### config.mk
export PLATFORM = sky130hd
export DESIGN_NAME = call_stack
export DESIGN_NICKNAME = d
export VERILOG_FILES = /design/src/rtl/call_stack.sv
export SDC_FILE = /design/constraint.sdc
export NUM_CORES = 1
export LEC_CHECK = 0
export BUFFER_PORTS_ARGS = -buffer_cell sky130_fd_sc_hd__buf_2
export CAP_MARGIN = 10
export CORE_UTILIZATION = 55
export CTS_BUF_LIST = sky130_fd_sc_hd__clkbuf_2
export CTS_CLUSTER_SIZE = 20
export DETAILED_ROUTE_END_ITERATION = 10
export PLACE_DENSITY = 0.76
export SYNTH_ARGS = -nofsm -noshare
export SYNTH_HDL_FRONTEND = slang
export SYNTH_SLANG_ARGS = --single-unit
### constraint.sdc
create_clock -name clk -period 9.1 [get_ports clk]
set_input_delay 1.82 -clock clk [delete_from_list [all_inputs] [get_ports clk]]
set_output_delay 1.82 -clock clk [all_outputs]
set_load 0.02 [all_outputs]
### src/rtl/call_stack.sv
// Return-address/flags stack for call and ret instructions with a zero-latency top peek.
// Defining CALL_STACK_ERR_EN adds sticky overflow/underflow flags and the in_clear_err port.
module call_stack #(
    parameter int PC_WIDTH   = 11,
    parameter int FLAG_WIDTH = 4,
    parameter int DEPTH      = 5
) (
    input  logic                  clk,
    input  logic                  rst,
    input  logic                  in_push,
    input  logic                  in_pop,
    input  logic [PC_WIDTH-1:0]   in_pc,
    input  logic [FLAG_WIDTH-1:0] in_flags,
`ifdef CALL_STACK_ERR_EN
    input  logic                  in_clear_err,
`endif
    output logic [PC_WIDTH-1:0]   out_pc,
    output logic [FLAG_WIDTH-1:0] out_flags,
    output logic [2:0]            out_sp,
    output logic                  out_empty,
    output logic                  out_full,
    output logic                  out_overflow,
    output logic                  out_underflow
);

    localparam int W = PC_WIDTH + FLAG_WIDTH;
    localparam logic [2:0] DEPTH3 = 3'(DEPTH);

    logic [W-1:0] entry [DEPTH];
    logic [2:0]   sp;
    logic [2:0]   wr_idx;
    logic [W-1:0] top;
    logic         empty;
    logic         full;
    logic         repl;
    logic         psh;
    logic         pop;

    assign empty = (sp == 3'd0);
    assign full  = (sp == DEPTH3);

    // A push that meets a pop on a non-empty stack overwrites the top in place.
    assign repl   = in_push && in_pop && !empty;
    assign psh    = in_push && !repl && !full;
    assign pop    = in_pop && !in_push && !empty;
    assign wr_idx = repl ? sp - 3'd1 : sp;

    always_comb begin
        top = '0;
        for (int i = 0; i < DEPTH; i++) begin
            if (sp == 3'(i + 1)) top = entry[i];
        end
    end

    always_ff @(posedge clk) begin
        if (rst) begin
            sp <= 3'd0;
        end else if (psh) begin
            sp <= sp + 3'd1;
        end else if (pop) begin
            sp <= sp - 3'd1;
        end
    end

    always_ff @(posedge clk) begin
        for (int i = 0; i < DEPTH; i++) begin
            if ((repl || psh) && wr_idx == 3'(i)) entry[i] <= {in_pc, in_flags};
        end
    end

`ifdef CALL_STACK_ERR_EN
    logic ovf;
    logic unf;
    logic ovf_ev;
    logic unf_ev;

    assign ovf_ev = in_push && !in_pop && full;
    assign unf_ev = in_pop && !in_push && empty;

    always_ff @(posedge clk) begin
        if (rst) begin
            ovf <= 1'b0;
            unf <= 1'b0;
        end else begin
            if (ovf_ev) ovf <= 1'b1;
            else if (in_clear_err) ovf <= 1'b0;
            if (unf_ev) unf <= 1'b1;
            else if (in_clear_err) unf <= 1'b0;
        end
    end

    assign out_overflow  = ovf;
    assign out_underflow = unf;
`else
    assign out_overflow  = 1'b0;
    assign out_underflow = 1'b0;
`endif

    assign out_pc    = top[W-1:FLAG_WIDTH];
    assign out_flags = top[FLAG_WIDTH-1:0];
    assign out_sp    = sp;
    assign out_empty = empty;
    assign out_full  = full;

endmodule

==> summary.txt <==
Detailed routing
  • Via/cell ratio: 5.76
  • Routed Antenna Nets: 0
  • 1st-pass router iterations: 4
  • DR WL/cell: around 17 um
  • Vias: just over 2000
  • Initial DRC count: 205
  • DRT Wirelength: about 6000 um
  • DRC errors left: 0

Synthesis
  • Mapped Cells: 240
  • Mean Syn Cell Area: 13.7 um^2
  • Seq/Total Area, Yosys: 0.703
  • Syn Std Cell Area: ~0.0033 mm^2
  • Top-count cell post-synth: edfxtp_1
  • Area leader, netlist: edfxtp_1
  • Total number of yosys warnings: 0
  • Synth top area share: 0.685
  • Yosys reg bits: a little under 80
  • Synth async-reset ratio: 0
  • Main synth FF type: edfxtp_1
  • Synth cell count leaders: edfxtp_1, nand2_1, o21ai_0
  • Post-synthesis cell type count: 38
  • Largest cells by area after synthesis: edfxtp_1, nand2_1, a221oi_1
  • Post-synth EDFFs: 75

Clock network
  • H-tree Lvls: 3
  • Clock Path Buffers: 2
  • Resize count post-CTS: 0
  • Clk slew on worst S/H paths: roughly 170 ps
  • # Post-CTS Setup Buffers: 0
  • CTS tree: yes
  • Worst skew pair latency: between 400 and 500 ps
  • CTS Sinks: between 70 and 80
  • Cts hold-fix bufs: 0
  • CTS buffer count: 9
  • Clock root cell: clkbuf_2

Die
  • Std-Cell Core Area: approximately 0.0056 mm^2
  • Rows: 27
  • I/O pin total: 41
  • Starting Density: 0.583
  • Die footprint: between 0.006 and 0.007 mm^2
  • Die height: a little under 80 um
  • Die W: approximately 79 um

Cells and area
  • Share of cells above drive strength 1: 0.226
  • Final Cell Area: between 0.003 and 0.004 mm^2
  • # diodes: 0
  • Area grow syn2layout: 9.63%
  • Reg area: 0.00231 mm^2
  • Final core utilization: 0.639
  • Non-Filler Instances: roughly 360
  • Multi-input logic area: between 800 and 900 um^2
  • Fillers: about 420
  • NumNets Final: 303

Global route
  • Aggregate global-route resource usage: 0.213
  • Largest net degree at the start of global routing: 31
  • Initial antenna violation count: 0
  • Number of global-route vias before repair: around 2000
  • Total gr overflow: 0
  • First-pass GRT wire length: roughly 9500 um

STA
  • Min Clock Period, post-route: approximately 5000 ps
  • Setup TNS: 0 ps
  • Worst Slack Setup Final: between 4000 and 5000 ps
  • RSZ-0062 raised after global routing: false
  • Fmax: 197 MHz
  • Rel. slew slack: 0.231
  • Worst hold margin: around 670 ps
  • Final Hold Viols: 0
  • Fin crit share: 0.556
  • Worst-Margin Slew: between 1000 and 1500 ps
  • Clock Skews: approximately 13 ps
  • Final Max Slew Viols: 0
  • Setup violators final: 0

Min path
  • Hold Crit Class: reg -> reg

Critical path
  • Reg2Reg Setup Slack: about 6200 ps
  • End of the critical path: out_flags[1]
  • Worst Reg-to-Reg Cells: 7
  • CP arrival: ~3200 ps
  • Worst reg2reg path startpoint: out_sp[0]$_SDFFE_PP0P_
  • CP startpoint: out_sp[2]$_SDFFE_PP0P_
  • Kind of critical path: reg -> out
  • CP Launch Type: flip-flop
  • Capturing point of the worst reg2reg path: entry[0][33]$_DFFE_PP_
  • Worst Path Max Fanout: 17
  • Critical path data required time: 7280 ps
  • Crit. End Element: primary output

Placed design
  • Cell Area, Placed: around 0.0035 mm^2
  • Post-Place Worst Slack: about 4500 ps
  • PortBufs: 38
  • Placed Cells: between 300 and 400
  • Post-detail-place hpwl: ~3700 um
  • Placer Congestion: about 0.86

Pwr
  • VDD IR max: approximately 0.18 mV
  • Pwr dens: between 300 and 400 mW/mm^2
  • Leakage: between 1 and 1.5 nW
  • Total power: 1.14 mW

Run
  • # Max-Cap Violations: 0

Status
  • Status: finished clean
flip-flops by register name, indices dropped and copies added, names as in the netlist:
register	flops
out_sp	3
entry	75
logic make-up (layout without fill, tap and decap cells):
| logic type | after synthesis | after routing | share of synthesized area |
|---|---|---|---|
| DFF | 78 | 78 | 0.703 |
| and+or+nand+nor | 76 | 76 | 0.118 |
| AOI/OAI and AO/OA | 57 | 57 | 0.111 |
| buffers and inverters | 20 | 62 | 0.0365 |
| adders and majority gates | 6 | 6 | 0.0228 |
| other | 1 | 2 | 0.00114 |
| xor gates and xnor gates | 1 | 1 | 0.00266 |
| muxes | 1 | 1 | 0.00456 |
layout by cell type (no fill, tap or decap), types with 2 or more instances in the layout:
| cell | synthesis | final |
|---|---|---|
| edfxtp_1 | 75 | 75 |
| nand2_1 | 49 | 49 |
| buf_2 | 3 | 38 |
| o21ai_0 | 22 | 22 |
| a221oi_1 | 15 | 15 |
| clkbuf_2 | 0 | 11 |
| o21ai_1 | 10 | 10 |
| ha_1 | 6 | 6 |
| inv_1 | 5 | 5 |
| nand3_1 | 4 | 4 |
| nor2_1 | 4 | 4 |
| nand2b_1 | 3 | 3 |
| and3_1 | 3 | 3 |
| dfxtp_1 | 3 | 3 |
| nor3_1 | 2 | 2 |
| a21oi_1 | 2 | 2 |
| and4b_1 | 2 | 2 |
| a32oi_1 | 2 | 2 |
| a31oi_1 | 2 | 2 |
| conb_1 | 1 | 2 |
| clkinv_1 | 0 | 2 |
| buf_4 | 3 | 2 |
power breakdown:
part | total (mW) | switching, mW | internal (mW)
Clock | 0.169 | 0.106 | 0.0637
Sequential | 0.509 | 0.0287 | 0.480
Combinational | 0.462 | 0.304 | 0.157
Total | 1.14 | 0.439 | 0.701
metal layers:
layer / GRT usage / wire length (um) / up-vias
li1: - / - / 982
met1: 0.243 / 2470 / 1000
met2: 0.382 / 3140 / 53
met3: 0.0437 / 288 / 9
met4: 0.0982 / 90 / 0
met5: 0 / 0 / -
layout make-up:
cell class	instances	share of cell area
Clock inverter	5	0.0139
Tap cell	72	0.0250
Timing Repair Buffer	40	0.0569
Sequential cell	78	0.641
Inverter	6	0.00625
Clock buffer	11	0.0153
Multi-Input combinational cell	143	0.241
worst min path at each step:
stage	slack, ps	from	endpoint	cells after the start
2_1_floorplan	660	out_sp[1]$_SDFFE_PP0P_	out_sp[1]$_SDFFE_PP0P_	2
5_1_grt	720	out_sp[1]$_SDFFE_PP0P_	out_sp[1]$_SDFFE_PP0P_	2
3_5_place_dp	650	out_sp[1]$_SDFFE_PP0P_	out_sp[1]$_SDFFE_PP0P_	2
3_3_place_gp	660	out_sp[1]$_SDFFE_PP0P_	out_sp[1]$_SDFFE_PP0P_	2
4_1_cts	670	out_sp[1]$_SDFFE_PP0P_	out_sp[1]$_SDFFE_PP0P_	2
6_report	670	out_sp[1]$_SDFFE_PP0P_	out_sp[1]$_SDFFE_PP0P_	2
critical path, cell delays in order, from the launching register on:
cell      delay, ps
dfxtp_1         690
inv_2           130
ha_1            490
nor4b_4         900
a221oi_1        200
o21ai_0         210
buf_2           180
No activity file was read; power rests on OpenSTA's default activity.
